$ cat config.mk
export PLATFORM = sky130hd
export DESIGN_NAME = ps2_kbd_ctrl
export DESIGN_NICKNAME = d
export VERILOG_FILES = /design/src/rtl/ps2_kbd_ctrl_pkg.sv /design/src/rtl/ps2_scan2ascii.sv /design/src/rtl/ps2_kbd_ctrl.sv
export SDC_FILE = /design/constraint.sdc
export NUM_CORES = 1
export LEC_CHECK = 0
export BUFFER_PORTS_ARGS = -buffer_cell sky130_fd_sc_hd__buf_4
export CORE_MARGIN = 1.5
export CORE_UTILIZATION = 55
export DETAILED_ROUTE_END_ITERATION = 16
export PLACE_DENSITY = 0.75
export SETUP_SLACK_MARGIN = 0.1
export SYNTH_ARGS = -nofsm -noshare
export SYNTH_HDL_FRONTEND = slang
export SYNTH_SLANG_ARGS = --single-unit
$ cat constraint.sdc
create_clock -name clk -period 4.6 [get_ports clk]
set_clock_uncertainty 0.05 [all_clocks]
set_input_delay 0.69 -clock clk [delete_from_list [all_inputs] [get_ports clk]]
set_output_delay 0.69 -clock clk [all_outputs]
set_load 0.02 [all_outputs]
$ cat src/rtl/ps2_kbd_ctrl_pkg.sv
// rtl/ps2_kbd_ctrl_pkg.sv - shared scan codes, FSM states and helpers for the PS/2 keyboard controller
package ps2_kbd_ctrl_pkg;

    localparam logic [7:0] SC_BREAK  = 8'hF0;
    localparam logic [7:0] SC_EXT    = 8'hE0;
    localparam logic [7:0] SC_LSHIFT = 8'h12;
    localparam logic [7:0] SC_RSHIFT = 8'h59;
    localparam logic [7:0] SC_CAPS   = 8'h58;

    typedef enum logic [1:0] {
        ST_IDLE = 2'd0,
        ST_POP  = 2'd1,
        ST_DEC  = 2'd2
    } state_t;

    function automatic logic is_prefix(input logic [7:0] code);
        return (code == SC_BREAK) || (code == SC_EXT);
    endfunction

    function automatic logic is_shift(input logic [7:0] code);
        return (code == SC_LSHIFT) || (code == SC_RSHIFT);
    endfunction

endpackage

$ cat src/rtl/ps2_scan2ascii.sv
// rtl/ps2_scan2ascii.sv - combinational scan-code set 2 to ASCII lookup
//
// Ports:
//   code   in  8  scan code of the held/last key
//   ext    in  1  code arrived with an E0 prefix (extended keys map to 0)
//   shift  in  1  either shift key held
//   caps   in  1  caps-lock state
//   ascii  out 8  ASCII character, 8'h00 when the key has no mapping
module ps2_scan2ascii (
    input  logic [7:0] code,
    input  logic       ext,
    input  logic       shift,
    input  logic       caps,
    output logic [7:0] ascii
);

    // Each entry holds {unshifted, shifted} characters.
    logic [15:0] pair;
    logic        letter;
    logic        use_upper;

    always_comb begin
        pair = 16'h0000;
        case (code)
            8'h1C: pair = "aA";
            8'h32: pair = "bB";
            8'h21: pair = "cC";
            8'h23: pair = "dD";
            8'h24: pair = "eE";
            8'h2B: pair = "fF";
            8'h34: pair = "gG";
            8'h33: pair = "hH";
            8'h43: pair = "iI";
            8'h3B: pair = "jJ";
            8'h42: pair = "kK";
            8'h4B: pair = "lL";
            8'h3A: pair = "mM";
            8'h31: pair = "nN";
            8'h44: pair = "oO";
            8'h4D: pair = "pP";
            8'h15: pair = "qQ";
            8'h2D: pair = "rR";
            8'h1B: pair = "sS";
            8'h2C: pair = "tT";
            8'h3C: pair = "uU";
            8'h2A: pair = "vV";
            8'h1D: pair = "wW";
            8'h22: pair = "xX";
            8'h35: pair = "yY";
            8'h1A: pair = "zZ";
            8'h45: pair = "0)";
            8'h16: pair = "1!";
            8'h1E: pair = "2@";
            8'h26: pair = "3#";
            8'h25: pair = "4$";
            8'h2E: pair = "5%";
            8'h36: pair = "6^";
            8'h3D: pair = "7&";
            8'h3E: pair = "8*";
            8'h46: pair = "9(";
            8'h29: pair = "  ";
            8'h5A: pair = 16'h0D0D;
            8'h4E: pair = "-_";
            8'h55: pair = "=+";
            default: pair = 16'h0000;
        endcase
    end

    // Caps lock only affects letters; digits and symbols follow shift alone.
    assign letter    = (pair[15:8] >= "a") && (pair[15:8] <= "z");
    assign use_upper = letter ? (shift ^ caps) : shift;
    assign ascii     = ext ? 8'h00 : (use_upper ? pair[7:0] : pair[15:8]);

endmodule

$ cat src/rtl/ps2_kbd_ctrl.sv
// rtl/ps2_kbd_ctrl.sv - PS/2 receiver FIFO consumer: prefix stripping, key/shift/caps tracking, events
//
// Ports:
//   clk, clrn            clock, async active-low reset
//   rx_ready/rx_data     receiver FIFO non-empty flag and head byte
//   rx_overflow          receiver overflow level
//   nextdata_n           active-low pop strobe, one clock per byte
//   key_event/release    one-clock make (non-repeat) / release pulses
//   key_code/key_ext     last make code and its E0 flag
//   key_down             a key is currently held
//   ascii                ASCII of key_code under shift/caps
//   press_count          non-repeat make counter (wraps)
//   err_ovf              sticky overflow seen since reset
module ps2_kbd_ctrl #(
    parameter int CNT_W   = 8,
    parameter int PFX_TMO = 65535
) (
    input  logic             clk,
    input  logic             clrn,
    input  logic             rx_ready,
    input  logic [7:0]       rx_data,
    input  logic             rx_overflow,
    output logic             nextdata_n,
    output logic             key_event,
    output logic             key_release,
    output logic [7:0]       key_code,
    output logic             key_ext,
    output logic             key_down,
    output logic [7:0]       ascii,
    output logic [CNT_W-1:0] press_count,
    output logic             err_ovf
);
    import ps2_kbd_ctrl_pkg::*;

    localparam int             TMO_W    = (PFX_TMO > 1) ? $clog2(PFX_TMO + 1) : 1;
    localparam logic [TMO_W-1:0] TMO_LAST = TMO_W'(PFX_TMO - 1);

    state_t           state;
    state_t           state_next;
    logic             load;
    logic             decode;
    logic [7:0]       code_r;
    logic             brk;
    logic             ext;
    logic             shift_l;
    logic             shift_r;
    logic             caps;
    logic [TMO_W-1:0] tmo_cnt;
    logic             tmo_hit;
    logic             held_match;

    always_ff @(posedge clk or negedge clrn) begin
        if (!clrn) begin
            state <= ST_IDLE;
        end else begin
            state <= state_next;
        end
    end

    always_comb begin
        state_next = state;
        load       = 1'b0;
        decode     = 1'b0;
        case (state)
            ST_IDLE: begin
                if (rx_ready) begin
                    load       = 1'b1;
                    state_next = ST_POP;
                end
            end
            ST_POP:  state_next = ST_DEC;
            ST_DEC: begin
                decode     = 1'b1;
                state_next = ST_IDLE;
            end
            default: state_next = ST_IDLE;
        endcase
    end

    // A repeated make of the held key (same code and same E0 qualifier) is typematic.
    assign held_match = key_down && (code_r == key_code) && (ext == key_ext);

    // The prefix clock only runs while waiting in IDLE with no byte offered, so a
    // byte that is already on its way never loses its prefix.
    assign tmo_hit = (brk || ext) && (state == ST_IDLE) && !rx_ready && (tmo_cnt == TMO_LAST);

    always_ff @(posedge clk or negedge clrn) begin
        if (!clrn) begin
            nextdata_n  <= 1'b1;
            code_r      <= 8'h00;
            key_event   <= 1'b0;
            key_release <= 1'b0;
            key_code    <= 8'h00;
            key_ext     <= 1'b0;
            key_down    <= 1'b0;
            press_count <= '0;
            err_ovf     <= 1'b0;
            brk         <= 1'b0;
            ext         <= 1'b0;
            shift_l     <= 1'b0;
            shift_r     <= 1'b0;
            caps        <= 1'b0;
            tmo_cnt     <= '0;
        end else begin
            key_event   <= 1'b0;
            key_release <= 1'b0;
            nextdata_n  <= !load;
            if (load) begin
                code_r <= rx_data;
            end

            if (!(brk || ext) || (state != ST_IDLE)) begin
                tmo_cnt <= '0;
            end else if (tmo_cnt != TMO_LAST) begin
                tmo_cnt <= tmo_cnt + TMO_W'(1);
            end

            if (decode) begin
                if (code_r == SC_BREAK) begin
                    brk <= 1'b1;
                end else if (code_r == SC_EXT) begin
                    ext <= 1'b1;
                end else begin
                    brk <= 1'b0;
                    ext <= 1'b0;
                    if (is_shift(code_r)) begin
                        if (code_r == SC_LSHIFT) begin
                            shift_l <= !brk;
                        end else begin
                            shift_r <= !brk;
                        end
                    end else if (!brk) begin
                        if (!held_match) begin
                            if (code_r == SC_CAPS) begin
                                caps <= !caps;
                            end
                            key_code    <= code_r;
                            key_ext     <= ext;
                            key_down    <= 1'b1;
                            key_event   <= 1'b1;
                            press_count <= press_count + CNT_W'(1);
                        end
                    end else if (held_match) begin
                        key_down    <= 1'b0;
                        key_release <= 1'b1;
                    end
                end
            end

            // An overflow means bytes were lost, so any pending prefix no longer
            // belongs to the byte that follows it.
            if (rx_overflow) begin
                err_ovf <= 1'b1;
            end
            if (rx_overflow || tmo_hit) begin
                brk <= 1'b0;
                ext <= 1'b0;
            end
        end
    end

    ps2_scan2ascii u_scan2ascii (
        .code  (key_code),
        .ext   (key_ext),
        .shift (shift_l | shift_r),
        .caps  (caps),
        .ascii (ascii)
    );

    logic unused_prefix_fn;
    assign unused_prefix_fn = is_prefix(code_r);

endmodule

* Yosys cells after proc, flatten, opt, wreduce, memory -nomap -nowiden
Memory sizes are Yosys's and may differ from the RTL's. Index checks and enable logic that the tools add are counted.
Word-level totals: register bits 53, ROM bits 1792, output and inout port bits 30, logic and storage cells 105, memories 1
Memory list:
- (name not given) | words 128, bits a word 14, read ports 1, clocked after memory_dff 0, write ports 0, line ps2_scan2ascii.sv:24 | case (code)
Cells by class: $add $sub $neg 2, order comparisons 2, eq/ne operators 16, mux-type cells 34, bitwise operators 8, reductions and logical operators 26
Operators by type and width (number):
- 16-bit two-way mux | 3
- 1-bit two-way mux | 27
- 16-bit by 1-bit adder with 16-bit output (second input constant) | 1
- 16-bit equality test (second input constant) | 1
- 8-bit by 7-bit equality test with 1-bit output (second input constant) | 2
- 8-bit equality test (second input constant) | 2
- 8-bit two-way mux | 2
- 16-bit != test (second input constant) | 1
- 6-bit AND reduction | 2
- 5-bit AND reduction | 2
- 8-bit by 1-bit adder with 8-bit output (second input constant) | 1
- 8-bit by 5-bit equality test with 1-bit output (second input constant) | 1
- 8-bit equality test | 1
- 8-bit by 7-bit greater-or-equal comparator with 1-bit output (second input constant) | 1
- 8-bit by 7-bit <= comparator with 1-bit output (second input constant) | 1
- 7-bit AND reduction | 1
- 1-bit logical AND | 6
- 2-bit != test (second input constant) | 3
- 1-bit NOT | 6
- 2-bit nonzero test | 3
- 1-bit logical NOT | 5
- 1-bit logical OR | 4
- 2-bit case mux with 2 select lines | 1
- 2-bit AND reduction | 2
- 9 further kinds | 9

* Logic depth before layout (Yosys ltp)
word-level depth 9, mapped depth 13

* Hierarchy
A second synthesis with hierarchy kept.
Second synthesis, totals: cell total of the unflattened synthesis 466, area total of the unflattened synthesis 4141.5 µm²
Modules (own cells, without submodules):
- ps2_kbd_ctrl | instances 1, cells each 228, area an instance 2612.5 µm², sequential area each 1327.5 µm²
- ps2_scan2ascii | instances 1, cells each 238, area an instance 1529.0 µm², sequential area each 0.0 µm²

* Worst setup path before layout
No wires, ideal clock.
kind flip-flop to output port, start register key_code[1], end output ascii[6], arrival 3.591 ns, setup slack 0.269 ns, cell stages (with the launch flop) 13, path through dfrtp_1 buf_2 inv_1 ha_1 nor2b_1 a311oi_1 a2111oi_1 o31ai_1 or4b_1 a2111o_1 and3_1 buf_6 a221oi_1
Between the ends: longest elaborated chain between the ends 7, elaborated cells on any way between the ends 8, classes of those cells order compare (2); mux (4); reduce/logical (1); memory (1)
RTL lines:
- from (decl) | line ps2_kbd_ctrl.sv:26 | output logic [7:0] key_code,
- from (signal assigned) | line ps2_kbd_ctrl.sv:137 | key_code <= code_r;
- memory 128 x 14 bit (*)
- 16-bit two-way mux (*) | line ps2_scan2ascii.sv:24
- 8-bit by 7-bit greater-or-equal comparator with 1-bit output / 8-bit by 7-bit <= comparator with 1-bit output (equally long branches) | line ps2_scan2ascii.sv:70 | assign letter = (pair[15:8] >= "a") && (pair[15:8] <= "z");
- 1-bit logical AND | line ps2_scan2ascii.sv:70
- 1-bit two-way mux | line ps2_scan2ascii.sv:71 | assign use_upper = letter ? (shift ^ caps) : shift;
- 8-bit two-way mux (*) (2 in a row) | line ps2_scan2ascii.sv:72 | assign ascii = ext ? 8'h00 : (use_upper ? pair[7:0] : pair[15:8]);
- to (decl) | line ps2_kbd_ctrl.sv:29 | output logic [7:0] ascii,
Every way passes the cells marked *; elsewhere a longest branch is shown, timed or not.

* Worst setup path in the final report
start register key_code[0], end output ascii[5]
The elaborated chain is that of the path after synthesis.

==> results_tabular.tex <==
\begin{tabular}{lr}
\hline
Metric & Value \\
\hline
\multicolumn{2}{l}{\textbf{Timing}} \\
\quad Final Hold Viols & 0 \\
\quad Setup TNS after final layout & 0 ps \\
\quad RSZ-0062 raised after global routing & no \\
\quad Worst slew pin tran & 648.2 ps \\
\quad Count of pins over their slew limit & 0 \\
\quad Setup violators final & 0 \\
\quad Slew HR & 0.5678 \\
\quad Final clock period utilization by the worst path & 0.9559 \\
\quad Post-layout min period & around 4400 ps \\
\quad Maximum frequency from static timing analysis & 227.4 MHz \\
\multicolumn{2}{l}{\textbf{Setup path}} \\
\quad Crit start category & register \\
\quad Reg2Reg Depth & 8 \\
\quad Worst setup slack for register-to-register paths & 1970 ps \\
\quad Crit Reg-Reg Startpoint & key\_code[4]\$\_DFFE\_PN0P\_ \\
\quad Capturing point of the worst reg2reg path & key\_code[2]\$\_DFFE\_PN0P\_ \\
\quad Critical setup path kind & reg2out \\
\quad Launch point of the worst path & key\_code[0]\$\_DFFE\_PN0P\_ \\
\quad Crit end category & primary output \\
\quad Termination of the worst setup path & ascii[5] \\
\quad Worst Path Arrival & 3660 ps \\
\quad Required @ worst endpoint & 3860 ps \\
\quad Slowest stage delay, CP & 470 ps \\
\quad Largest fanout on the critical path & 8 \\
\quad Crit-path cells & clkinvlp\_4 -> ha\_4 -> mux2\_1 -> a31oi\_2 -> and4b\_1 -> or2\_2 -> a21o\_1 -> a2111o\_1 -> and3\_4 -> mux2\_4 -> buf\_4 \\
\quad Highest-delay cell along the critical path & sky130\_fd\_sc\_hd\_\_dfrtp\_2 \\
\multicolumn{2}{l}{\textbf{Placed design}} \\
\quad HPWL after detailed placement & slightly above 7000 µm \\
\quad Cells after DPL & between 500 and 600 \\
\quad Final weighted congestion in routability-driven placement & 0.9556 \\
\quad I/O Buffers & 40 \\
\multicolumn{2}{l}{\textbf{Clock network}} \\
\quad Clock-pin slew on the worst setup and hold paths & around 90 ps \\
\quad Maximum buffer depth of the clock tree & 2 \\
\quad Total number of clock tree sinks & 53 \\
\quad Number of clock buffers inserted by TritonCTS & 5 \\
\quad Number of buffers inserted by hold repair at cts & 0 \\
\quad Number of levels the H-tree was split into & 2 \\
\quad Clk root buf & sky130\_fd\_sc\_hd\_\_clkbuf\_8 \\
\quad TritonCTS clock tree & done \\
\quad Clock latency on the worst-skew pair & between 300 and 400 ps \\
\multicolumn{2}{l}{\textbf{Detailed routing}} \\
\quad Iteration-0 DRC count of the detailed router & 259 \\
\quad Drt drc & 0 \\
\quad Detailed-router iteration count before antenna repair & 5 \\
\quad Number of vias in the routed layout & 3,520 \\
\quad Post-detailed-route wirelength per cell & 17.13 µm \\
\quad Final ANT Viol Nets & 0 \\
\quad Wire length after detailed routing & 9952 µm \\
\quad Via count normalized by instance count & 6.059 \\
\multicolumn{2}{l}{\textbf{Logic synthesis}} \\
\quad Number of synthesized flops with an enable pin & 0 \\
\quad Post-synthesis cell count & 449 \\
\quad Mapped Avg Cell Area & 8.611 µm² \\
\quad Most common flop cell mapped by yosys & sky130\_fd\_sc\_hd\_\_dfrtp\_1 \\
\quad Net count of the mapped netlist & 474 \\
\quad Post-Syn Area & slightly below 4000 µm² \\
\quad Number of flip-flops and latches in the synthesized netlist & 53 \\
\quad Total of warnings raised by yosys & 0 \\
\quad Number of different library cells in the post-synthesis netlist & 71 \\
\quad Share of synthesized flip-flops with an asynchronous set or reset & 1.000 \\
\quad Sequential element share of the synthesized area & 0.3434 \\
\multicolumn{2}{l}{\textbf{Cells and area}} \\
\quad Finished Layout Cells & 581 \\
\quad Most common library cell in the layout ignoring fill and taps & sky130\_fd\_sc\_hd\_\_buf\_4 \\
\quad Share of final-layout standard cells stronger than drive strength 1 & 0.2206 \\
\quad Multi-input gate area & 2414 µm² \\
\quad Area of all sequential standard cells & 1330 µm² \\
\quad Synthesis-to-layout area growth & 15.60\% \\
\quad Commonest cells after routing, fill and taps aside & sky130\_fd\_sc\_hd\_\_buf\_4, sky130\_fd\_sc\_hd\_\_dfrtp\_1, sky130\_fd\_sc\_hd\_\_nor2\_1 \\
\quad Fillers & 573 \\
\quad Antenna diodes & 0 \\
\quad Number of nets in the layout & 509 \\
\multicolumn{2}{l}{\textbf{Power}} \\
\quad Share of total power in the clock network & 0.090 \\
\quad Relative contribution of combinational cells to total power & 0.661 \\
\quad Switching power as a share of total power & 0.4874 \\
\quad P\_leak & 1.856 nW \\
\quad Switching component of the power & 1.443 mW \\
\quad Worst vdd rail ir drop & 277.3 µV \\
\quad Cell-internal power & 1.517 mW \\
\quad Register share of total power & 0.248 \\
\quad Power per cell area & 662.2 nW/µm² \\
\multicolumn{2}{l}{\textbf{Die}} \\
\quad Initial standard-cell utilization of the core & 0.5691 \\
\quad Boundary Pins & 42 \\
\quad Area of the placeable core & 6794 µm² \\
\quad Die extent in x & 86.84 µm \\
\quad Die area & 7541 µm² \\
\quad Die height & 86.84 µm \\
\quad Placement row count & 30 \\
\multicolumn{2}{l}{\textbf{Global route}} \\
\quad Global-route total usage across every layer & 0.2829 \\
\quad Global-route wire length before repair & approximately 17,000 µm \\
\quad Initial antenna violation count & 0 \\
\quad Number of global-route vias before repair & 3,381 \\
\quad Maximum number of pins on one net before global-route repair & 54 \\
\quad Remaining global-route overflow & 0 \\
\multicolumn{2}{l}{\textbf{Flow run}} \\
\quad Max-capacitance violation count & 0 \\
\multicolumn{2}{l}{\textbf{Hold path}} \\
\quad Hold/Removal Path Class & in2async \\
\multicolumn{2}{l}{\textbf{Outcome}} \\
\quad Status & finished clean \\
\hline
\end{tabular}
==> worst min path at each step <==
stage | depth (start not counted) | to | slack, ps | startpoint
after floorplan | 0 | brk$_DFFE_PN0P_ | 340 | clrn
after global placement | 1 | err_ovf$_DFFE_PN0P_ | 400 | err_ovf$_DFFE_PN0P_
after detailed placement | 1 | err_ovf$_DFFE_PN0P_ | 400 | err_ovf$_DFFE_PN0P_
after CTS | 1 | tmo_cnt[3]$_DFFE_PN0P_ | 380 | clrn
after global routing | 1 | tmo_cnt[1]$_DFFE_PN0P_ | 400 | clrn
final | 1 | tmo_cnt[1]$_DFFE_PN0P_ | 350 | clrn
==> kinds of logic (layout without fill, tap and decap cells) <==
logic type,after synthesis,after routing,share of synthesized area
mux,18,18,0.05275
flops,53,53,0.3434
xor+xnor,33,33,0.07476
simple gates,187,187,0.2485
buf+inv,47,83,0.06019
compound gates,97,97,0.1773
fa+ha+maj,13,13,0.04207
other cells,1,1,0.0009699
==> synth_stat cells (all sizes together) (6+ instances only) <==
library cell,number,share of area
dfrtp,52,0.34
nand2,44,0.044
nor2,44,0.043
nand3,22,0.028
o21ai,21,0.027
xnor2,20,0.045
a21oi,18,0.024
inv,18,0.017
nand2b,18,0.029
buf,17,0.031
ha,13,0.042
mux2,13,0.040
nand4,13,0.021
xor2,13,0.029
clkbuf,12,0.012
nor2b,9,0.015
a31oi,8,0.013
nor3,8,0.010
a211oi,6,0.012
a221oi,6,0.014
==> registers in the layout, indices dropped and copies added (netlist names), 2 cells and up <==
register     flops
tmo_cnt         16
key_code         8
state            2
code_r           8
press_count      8
==> repair_timing <==
action | in CTS | in global routing
cloned | 0 | 0
setup endpoints to repair | 5 | 7
hold endpoints to repair | 0 | 0
resized for setup | 4 | 21
pin swaps | 0 | 4
setup buffers | 0 | 5
==> power groups by stage <==
stage | Sequential (mW) | Clock, mW | Combinational, mW
detailed placement | 0.738 | 0 | 1.76
global route | 0.756 | 0.289 | 2.12
floorplan | 0.727 | 0 | 1.25
finish | 0.734 | 0.268 | 1.96
global placement | 0.733 | 0 | 1.77
CTS | 0.729 | 0.272 | 1.78
==> area by class of cell <==
cell class                      count  share of cell area
Multi-Input combinational cell    349              0.5400
Sequential cell                    53              0.2976
Timing Repair Buffer               57             0.09854
Tap cell                           96             0.02688
Clock buffer                        7             0.01932
Inverter                           18             0.01596
Clock inverter                      1            0.001680
==> per-layer routing <==
metal  global-route usage  up-vias  wire, µm
met5                    0        -         0
met4               0.1466        0       408
met3              0.02571       35       451
met2               0.4341      145      4572
met1               0.3979     1666      4520
li1                     -     1674         -
==> per-stage QoR <==
stage               hold WS (ps)    util  setup WS [ps]  total power, mW  cell area (µm²)
floorplan                  344.4       -          268.6            1.974             3866
global placement           402.9  0.6217          389.4            2.504             4224
detailed placement         401.4  0.6217          299.7            2.495             4224
CTS                        375.8  0.6372          116.6            2.780             4329
global route               401.2  0.6578          90.65            3.165             4469
finish                     348.3  0.6578          203.0            2.960             4469
==> worst max-delay path, delay by kind of cell, from the launching register on <==
family                   cells  cell delay [ps]
adder cells (fa/ha/maj)      1              250
AND/OR/NAND/NOR              3              810
buffers and inverters        2              380
flip-flops                   1              470
multiplexers                 2              620
AO/OA/AOI/OAI                3              830
(Power assumes the default switching activity.)
